$ cat src/rtl/systolic_feeder.sv
// Operand feeder for an NxN PE grid: loads one weight tile, then streams
// skewed activation rows into the array's left edge.
module systolic_feeder #(
  parameter int N  = 4,
  parameter int DW = 8,
  parameter int CW = 16
) (
  input  logic            clk,
  input  logic            rst,
  input  logic            start,
  input  logic [CW-1:0]   num_rows,
  input  logic            w_valid,
  output logic            w_ready,
  input  logic [N*DW-1:0] w_data,
  input  logic            a_valid,
  output logic            a_ready,
  input  logic [N*DW-1:0] a_data,
  output logic [N*DW-1:0] pe_win,
  output logic            pe_wwrite,
  output logic [N*DW-1:0] pe_datain,
  output logic            pe_active,
  output logic            busy,
  output logic            done
);

  localparam int LW  = (N > 1) ? $clog2(N) : 1;
  localparam int DCW = $clog2(2 * N);

  typedef enum logic [2:0] {
    S_IDLE,
    S_WLOAD,
    S_WPUSH,
    S_STREAM,
    S_DRAIN
  } state_t;

  state_t          state;
  logic [N*DW-1:0] wbuf [N];
  logic [LW-1:0]   widx;
  logic [LW-1:0]   pk;
  logic [DCW-1:0]  dc;
  logic [CW-1:0]   nrows;
  logic [CW-1:0]   cnt;
  logic            a_acc;
  logic            adv;

  assign w_ready = (state == S_WLOAD);
  assign a_ready = (state == S_STREAM);
  assign busy    = (state != S_IDLE);
  assign a_acc   = a_valid & a_ready;
  assign adv     = a_acc | (state == S_DRAIN);

  always_ff @(posedge clk or posedge rst) begin
    if (rst) begin
      state     <= S_IDLE;
      widx      <= '0;
      pk        <= '0;
      dc        <= '0;
      cnt       <= '0;
      nrows     <= '0;
      pe_win    <= '0;
      pe_wwrite <= 1'b0;
      pe_active <= 1'b0;
      done      <= 1'b0;
      for (int r = 0; r < N; r++) wbuf[r] <= '0;
    end else begin
      done      <= 1'b0;
      pe_active <= adv;
      unique case (state)
        S_IDLE: begin
          if (start) begin
            nrows <= num_rows;
            widx  <= '0;
            state <= S_WLOAD;
          end
        end
        S_WLOAD: begin
          if (w_valid) begin
            wbuf[widx] <= w_data;
            widx       <= widx + 1'b1;
            // bottom row goes out first, straight from the bus
            if (widx == LW'(N - 1)) begin
              state     <= S_WPUSH;
              pk        <= '0;
              pe_wwrite <= 1'b1;
              pe_win    <= w_data;
            end
          end
        end
        S_WPUSH: begin
          pk <= pk + 1'b1;
          if (pk == LW'(N - 1)) begin
            pe_wwrite <= 1'b0;
            pe_win    <= '0;
            cnt       <= '0;
            if (nrows == '0) begin
              done  <= 1'b1;
              state <= S_IDLE;
            end else begin
              state <= S_STREAM;
            end
          end else begin
            pe_win <= wbuf[LW'(N - 2) - pk];
          end
        end
        S_STREAM: begin
          if (a_valid) begin
            cnt <= cnt + 1'b1;
            if (cnt == nrows - 1'b1) begin
              dc    <= '0;
              state <= S_DRAIN;
            end
          end
        end
        S_DRAIN: begin
          dc <= dc + 1'b1;
          if (dc == DCW'(2 * N - 2)) begin
            done  <= 1'b1;
            state <= S_IDLE;
          end
        end
        default: state <= S_IDLE;
      endcase
    end
  end

  for (genvar i = 0; i < N; i++) begin : g_lane
    logic [DW-1:0] pipe [i+1];
    logic [DW-1:0] lin;

    assign lin = (state == S_STREAM) ? a_data[i*DW +: DW] : '0;

    // lane i is delayed by i extra advance steps
    always_ff @(posedge clk or posedge rst) begin
      if (rst) begin
        for (int k = 0; k <= i; k++) pipe[k] <= '0;
      end else if (adv) begin
        pipe[0] <= lin;
        for (int k = 1; k <= i; k++) pipe[k] <= pipe[k-1];
      end
    end

    assign pe_datain[i*DW +: DW] = pipe[i];
  end

endmodule

$ cat config.mk
export PLATFORM = sky130hd
export DESIGN_NAME = systolic_feeder
export DESIGN_NICKNAME = d
export VERILOG_FILES = /design/src/rtl/systolic_feeder.sv
export SDC_FILE = /design/constraint.sdc
export NUM_CORES = 1
export LEC_CHECK = 0
export BUFFER_PORTS_ARGS = -buffer_cell sky130_fd_sc_hd__buf_2
export CAP_MARGIN = 20
export CELL_PAD_IN_SITES_DETAIL_PLACEMENT = 0
export CELL_PAD_IN_SITES_GLOBAL_PLACEMENT = 1
export CORE_MARGIN = 1
export CORE_UTILIZATION = 35
export DETAILED_ROUTE_END_ITERATION = 10
export MAX_ROUTING_LAYER = met4
export PLACE_DENSITY_LB_ADDON = 0.1
export REMOVE_ABC_BUFFERS = 1
export SKIP_CTS_REPAIR_TIMING = 1
export SKIP_LAST_GASP = 1
export SLEW_MARGIN = 10
export SYNTH_ARGS = -nofsm -noshare
export SYNTH_HDL_FRONTEND = slang
export SYNTH_SLANG_ARGS = --single-unit
$ cat constraint.sdc
create_clock -name clk -period 12.2 [get_ports clk]
set_input_delay 2.44 -clock clk [delete_from_list [all_inputs] [get_ports clk]]
set_output_delay 2.44 -clock clk [all_outputs]
set_load 0.05 [all_outputs]
==> metrics.yaml, run 1 <==
worst_slew_pin_slew_ns: 1.04
cp-start-kind: "flop"
crit_fanout: 9
routed_wl_um: 28200
synth_edf_count: 0
gp_congestion: 0.737
setup_violations: 0
cp_top_family: "simple AND/OR/NAND/NOR gates"
clock_skew_ns: 0.0130
drive_above_1_share_pct: 39.5
die_w_um: 194
cpPeakStageDelay_ns: 0.47
finalCritPeriodShare_pct: 36.0
drtPass1Iterations: 4
stdcell_count: 1615
io_buffers: 154
start_util_pct: 35.8
netlist.area_leader.share_pct: 55.4
syn_inst: 1004
clockBufferDepth: 3
fin_nets: 1224
synth_most_common_cell: "dfrtp_1"
maxSlewViolCount: 0
cts_tree: "yes"
core_um2: 35900
cp_cell_sequence: "nor2b_1 > nand2_1 > clkinv_1 > buf_2"
hold_violations: 0
fmax_ghz: 0.227
clock_latency_ns: 0.50
routedWlPerCell_um: 17.5
die_y_um: 194
grt_setup_unrepaired: "no"
fillers: 3441
synth_area_leader_cell: "dfrtp_1"
synthToLayoutAreaGrowth_pct: 16.9
num_vias: 7977
cp-end-kind: "output pin"
met3_usage_pct: 3.08
avgSynthCellArea_um2: 12.8
slew_headroom_pct: 30.3
dr.first_iter.drc_count: 289
ys_ff_latch: 285
viasPerCell: 4.94
clk_pin_slew_worst_paths_ns: 0.06
power_density_nw_per_um2: 279
grt_usage_pct: 16.0
p_leak_nw: 7.03
worst-path-buf-inv: 2
dp.cells: 1552
ys_top_cells_by_count: "dfrtp_1, mux2_2, nand2_1, o21ai_0, mux2i_1"
synthArstFlopShare_pct: 100
ir_drop_v: 0.000149
fin_crit_ns: 4.40
hp-class: "reg -> reg"
grt_pass1_wl_um: 47000
tns_ns: 0
cp.required_ns: 9.76
ys_warn_count: 0
synthDistinctLibCells: 55
yosysSeqAreaShare_pct: 55.4
overflow: 0
htree_num_levels: 2
ios: 155
syn-cell-area_um2: 12900
grt.met1_usage_pct: 21.7
postRouteAntennaNets: 0
antenna_found_initial: 1
grtUsageMet2_pct: 24.6
cts_sinks: 285
arrival_ns: 1.96
cts_made_buffers: 35
dpl.hpwl_um: 16900
synthTopCellsByArea: "dfrtp_1, mux2_2, mux4_2"
die_area_um2: 37500
core.rowCount: 69
first_global_vias: 8438
cpMaxStageDelayCell: "dfrtp_1"
final_core_utilization_pct: 41.9
crit_type: "reg -> out"
drcViolationCount: 0
status: "complete, no violations"
top_usage_layer: "met2"
ys.flop_type: "dfrtp_1"
drv_cap: 0
grt_max_degree: 80
clock-root-buffer: "clkbuf_16"
area by class of cell:
type                       count  area [µm²]  area share (%)
timing repair buffer         168         896            5.95
clock inverter                 4        23.8           0.158
inverter                      14        60.1           0.399
tap                          461         577            3.83
antenna                        2        5.00          0.0333
clock buffer                  56        1040            6.94
multi-input combinational    625        5310            35.3
sequential                   285        7130            47.4
final timing paths:
check	from	endpoint	slack, ns	depth (start not counted)
worst max register to register	state[0]	pe_datain[14]	9.21	6
worst min register to register	g_lane[1].pipe[8]	g_lane[1].pipe[8]	0.47	2
worst max-delay path	state[1]	a_ready	7.80	4
worst min-delay path	g_lane[1].pipe[8]	g_lane[1].pipe[8]	0.47	2
min in group asynchronous	rst	g_lane[0].pipe[1]	2.01	2
max in group asynchronous	rst	wbuf[70]	8.06	4
flip-flops by register name, indices dropped and copies added (netlist names):
signal and count:
cnt 16, dc 3, done 1, g_lane.pipe 56, nrows 16, pe_active 1, pe_datain 24, pe_win 32
pe_wwrite 1, pk 2, state 3, wbuf 128, widx 2
routing by layer:
metal,vias up,share of wire (%)
met5,-,0
met4,0,1.7
li1,3792,-
met3,36,4.2
met2,132,46
met1,4017,48
stage by stage:
stage	hold slack, ns	power [mW]	setup slack, ns	instance area, µm²
after global placement	0.456	3.27	7.38	13900
after detailed placement	0.464	3.29	7.40	13900
final	0.473	4.21	7.80	15100
after CTS	0.478	4.29	7.74	15000
after global routing	0.498	4.50	7.61	15000
after floorplan	0.444	2.87	1.90	12500
cells by family (layout without fill, tap and decap cells):
family | after synthesis | after routing | synth area share, %
compound gates | 106 | 106 | 4.91
xor+xnor | 28 | 28 | 1.91
mux | 259 | 259 | 25.1
simple gates | 222 | 222 | 8.09
buf+inv | 94 | 242 | 3.62
fa+ha+maj | 10 | 10 | 0.972
flops | 285 | 285 | 55.4
other cells | 0 | 2 | 0
worst min-delay path: cells and delay by family (launching register included):
kind             cells  cell delay [ns]
flip-flops           1             0.33
AO/OA/AOI/OAI        1             0.06
AND/OR/NAND/NOR      1             0.04
cell usage in the layout (no fill, tap or decap), types with 9 or more instances in the layout:
master / Yosys / layout
nand2_1: 122 / 121
buf_4: 26 / 13
nor2_1: 31 / 29
clkbuf_1: 30 / 12
mux2_2: 190 / 190
inv_1: 12 / 11
ha_1: 10 / 9
clkbuf_8: 0 / 9
buf_2: 0 / 154
nand3_1: 17 / 17
mux2i_1: 37 / 37
dfrtp_1: 285 / 285
clkbuf_16: 0 / 35
mux4_2: 32 / 32
xor2_1: 15 / 15
o21ai_0: 73 / 73
xnor2_1: 13 / 13
power breakdown:
| group | leakage (nW) | internal, mW | switching [mW] |
|---|---|---|---|
| clock network | 0.526 | 0.583 | 0.382 |
| logic | 2.92 | 0.725 | 0.913 |
| registers | 3.58 | 1.36 | 0.242 |
| total | 7.03 | 2.67 | 1.54 |
Power figures use the tool's default switching activity.
==> run 2, diff against run 1 <==
==> constraint.sdc (replaced) <==
create_clock -name clk -period 3.8 [get_ports clk]
set_input_delay 0.76 -clock clk [delete_from_list [all_inputs] [get_ports clk]]
set_output_delay 0.76 -clock clk [all_outputs]
set_load 0.05 [all_outputs]
==> run 2 against run 1 <==
Net effect: via count up 0.90%; clock power rose to 3.5 times the previous value; largest cell class unchanged; wire length up 0.95%; worst hold slack worse by 0.11 ns; utilization up 0.46 points; power rose to 3.3 times the previous value; cell count up 0.31%; largest power group unchanged; highest routed layer unchanged; sequential share of layout area down 0.51 points; critical path type is now reg -> reg.
==> metrics.yaml, run 2 (same netlist as run 1, synthesis figures left out) <==
hp-class: "in -> async"
power_density_nw_per_um2: 911  # +230%
fmax_ghz: 0.352
htree_num_levels: 2  # unchanged
postRouteAntennaNets: 0  # unchanged
hold_ws_ns: 0.359  # -0.113 ns
setup_violations: 0  # unchanged
finalCritPeriodShare_pct: 74.8
drive_above_1_share_pct: 40.1  # +0.61 points
num_vias: 8049  # +0.90%
crit_top_cell: "or4_4"
gp_congestion: 0.756  # +2.6%
drcViolationCount: 0  # unchanged
grt_setup_unrepaired: "no"
p_comb_share_pct: 38.5  # -0.4 points
cp-end-kind: "flop"
routedWlPerCell_um: 17.6  # +0.64%
final_cell_mix: "dfrtp_1, mux2_2, buf_2"
cp_cell_sequence: "or4_4 > or3_4 > or4_4 > a2111oi_4 > a41oi_1"
clockBufferDepth: 3  # unchanged
fin_crit_ns: 2.84
r2r_slack_ns: 0.96  # -8.25 ns
dpl_worst_slack_ns: 0.928  # -6.47 ns
clkPwrFrac_pct: 24.5  # +1.6 points
p_sw_mw: 4.99  # +220%
cpPeakStageDelay_ns: 0.58  # +0.11 ns
crit_fanout: 8  # -1
cp.required_ns: 4.16  # -5.60 ns
r2r_cells: 5  # -1
r2r-end: "dc[0]"
reg_top3: "wbuf (128), g_lane.pipe (56), pe_win (32)"
final_core_utilization_pct: 42.4  # +0.46 points
dpl.hpwl_um: 17700  # +4.7%
crit_type: "reg -> reg"
cts_made_buffers: 34  # -2.9%
stdcell_count: 1620  # +0.31%
largest_reg_flops: 128  # unchanged
fin_nets: 1229  # +0.41%
die_w_um: 194  # unchanged
p_leak_nw: 7.11  # +1.2%
hold_violations: 0  # unchanged
arrival_ns: 3.20  # +1.24 ns
grt_pass1_wl_um: 47000  # -0.13%
cp-start-kind: "flop"
maxSlewViolCount: 0  # unchanged
ios: 155  # unchanged
start_util_pct: 35.8  # unchanged
status: "complete, no violations"
dp.cells: 1559  # +0.45%
cpMaxStageDelayCell: "or4_4"
worst_slew_pin_slew_ns: 0.868  # -0.175 ns
ir_drop_v: 0.000399  # +170%
clock_latency_ns: 0.50  # about the same
switching_share_pct: 36.0  # -0.53 points
power_frac_seq_pct: 37.1  # -1.0 points
finish.instance_area_um2: 15200  # +1.1%
grt_usage_pct: 16.1  # +0.15 points
io_buffers: 154  # unchanged
regToRegStartpoint: "nrows[4]"
p_int_mw: 8.87  # +230%
postPlaceCellArea_um2: 14000  # +0.70%
cts_tree: "yes"
final_common_cell: "dfrtp_1"
cts_sinks: 285  # unchanged
viasPerCell: 4.97  # +0.59%
crit_path_start: "nrows[4]"
overflow: 0  # unchanged
grt_max_degree: 95  # +19%
core_um2: 35900  # unchanged
routed_wl_um: 28500  # +0.95%
dr.first_iter.drc_count: 304  # +5.2%
clock_skew_ns: 0.00933  # -0.00363 ns
clk_pin_slew_worst_paths_ns: 0.06  # about the same
die_y_um: 194  # unchanged
synthToLayoutAreaGrowth_pct: 18.2
antenna_found_initial: 2  # +1
drtPass1Iterations: 4  # unchanged
die_area_um2: 37500  # unchanged
core.rowCount: 69  # unchanged
first_global_vias: 8432  # -0.071%
slew_headroom_pct: 42.0  # +12 points
top_register: "wbuf"
clock-root-buffer: "clkbuf_16"
drv_cap: 0  # unchanged
setup_ws_ns: 0.957  # -6.85 ns
-- run 2: worst max path at each step --
stage / cells after the start / endpoint / slack [ns]
5_1_grt: 8 / dc[0] / 0.69
6_report: 5 / dc[0] / 0.96
3_3_place_gp: 5 / dc[2] / 0.97
4_1_cts: 5 / dc[0] / 0.92
2_1_floorplan: 1 / cnt[0] / -4.82
3_5_place_dp: 5 / dc[2] / 0.93
-- run 2: critical path: cells and delay by family, from the launching register on --
kind / cells / cell delay (ns)
AO/OA/AOI/OAI: 2 / 0.69
AND/OR/NAND/NOR: 3 / 1.52
flip-flops: 1 / 0.46
-- run 2: metal layers --
layer | vias to the layer above | track usage [%] | routed length, µm
met3 | 34 | 3.25 | 1250
met5 | - | - | 0
met4 | 0 | 4.15 | 432
li1 | 3819 | - | -
met2 | 145 | 25.5 | 13500
met1 | 4051 | 21.2 | 13300
-- run 2: power groups by stage --
stage	clock network (mW)	registers [mW]	logic, mW
3_5_place_dp	0	5.20	5.44
3_3_place_gp	0	5.16	5.39
2_1_floorplan	0	6.09	3.13
6_report	3.39	5.14	5.33
5_1_grt	3.63	5.34	5.82
4_1_cts	3.52	5.15	5.45
-- run 2: layout make-up --
type | count | area, µm²
antenna | 2 | 5.00
clock buffer | 48 | 975
clock inverter | 11 | 188
fill | 3460 | 20700
inverter | 14 | 60.1
multi-input combinational | 625 | 5310
sequential | 285 | 7130
tap | 461 | 577
timing repair buffer | 174 | 971
-- run 2: metrics by stage --
| step | total power [mW] | TNS [ns] |
|---|---|---|
| CTS | 14.1 | 0 |
| detailed placement | 10.6 | 0 |
| finish | 13.9 | 0 |
| global placement | 10.6 | 0 |
| global route | 14.8 | 0 |
| floorplan | 9.22 | -1442.07 |
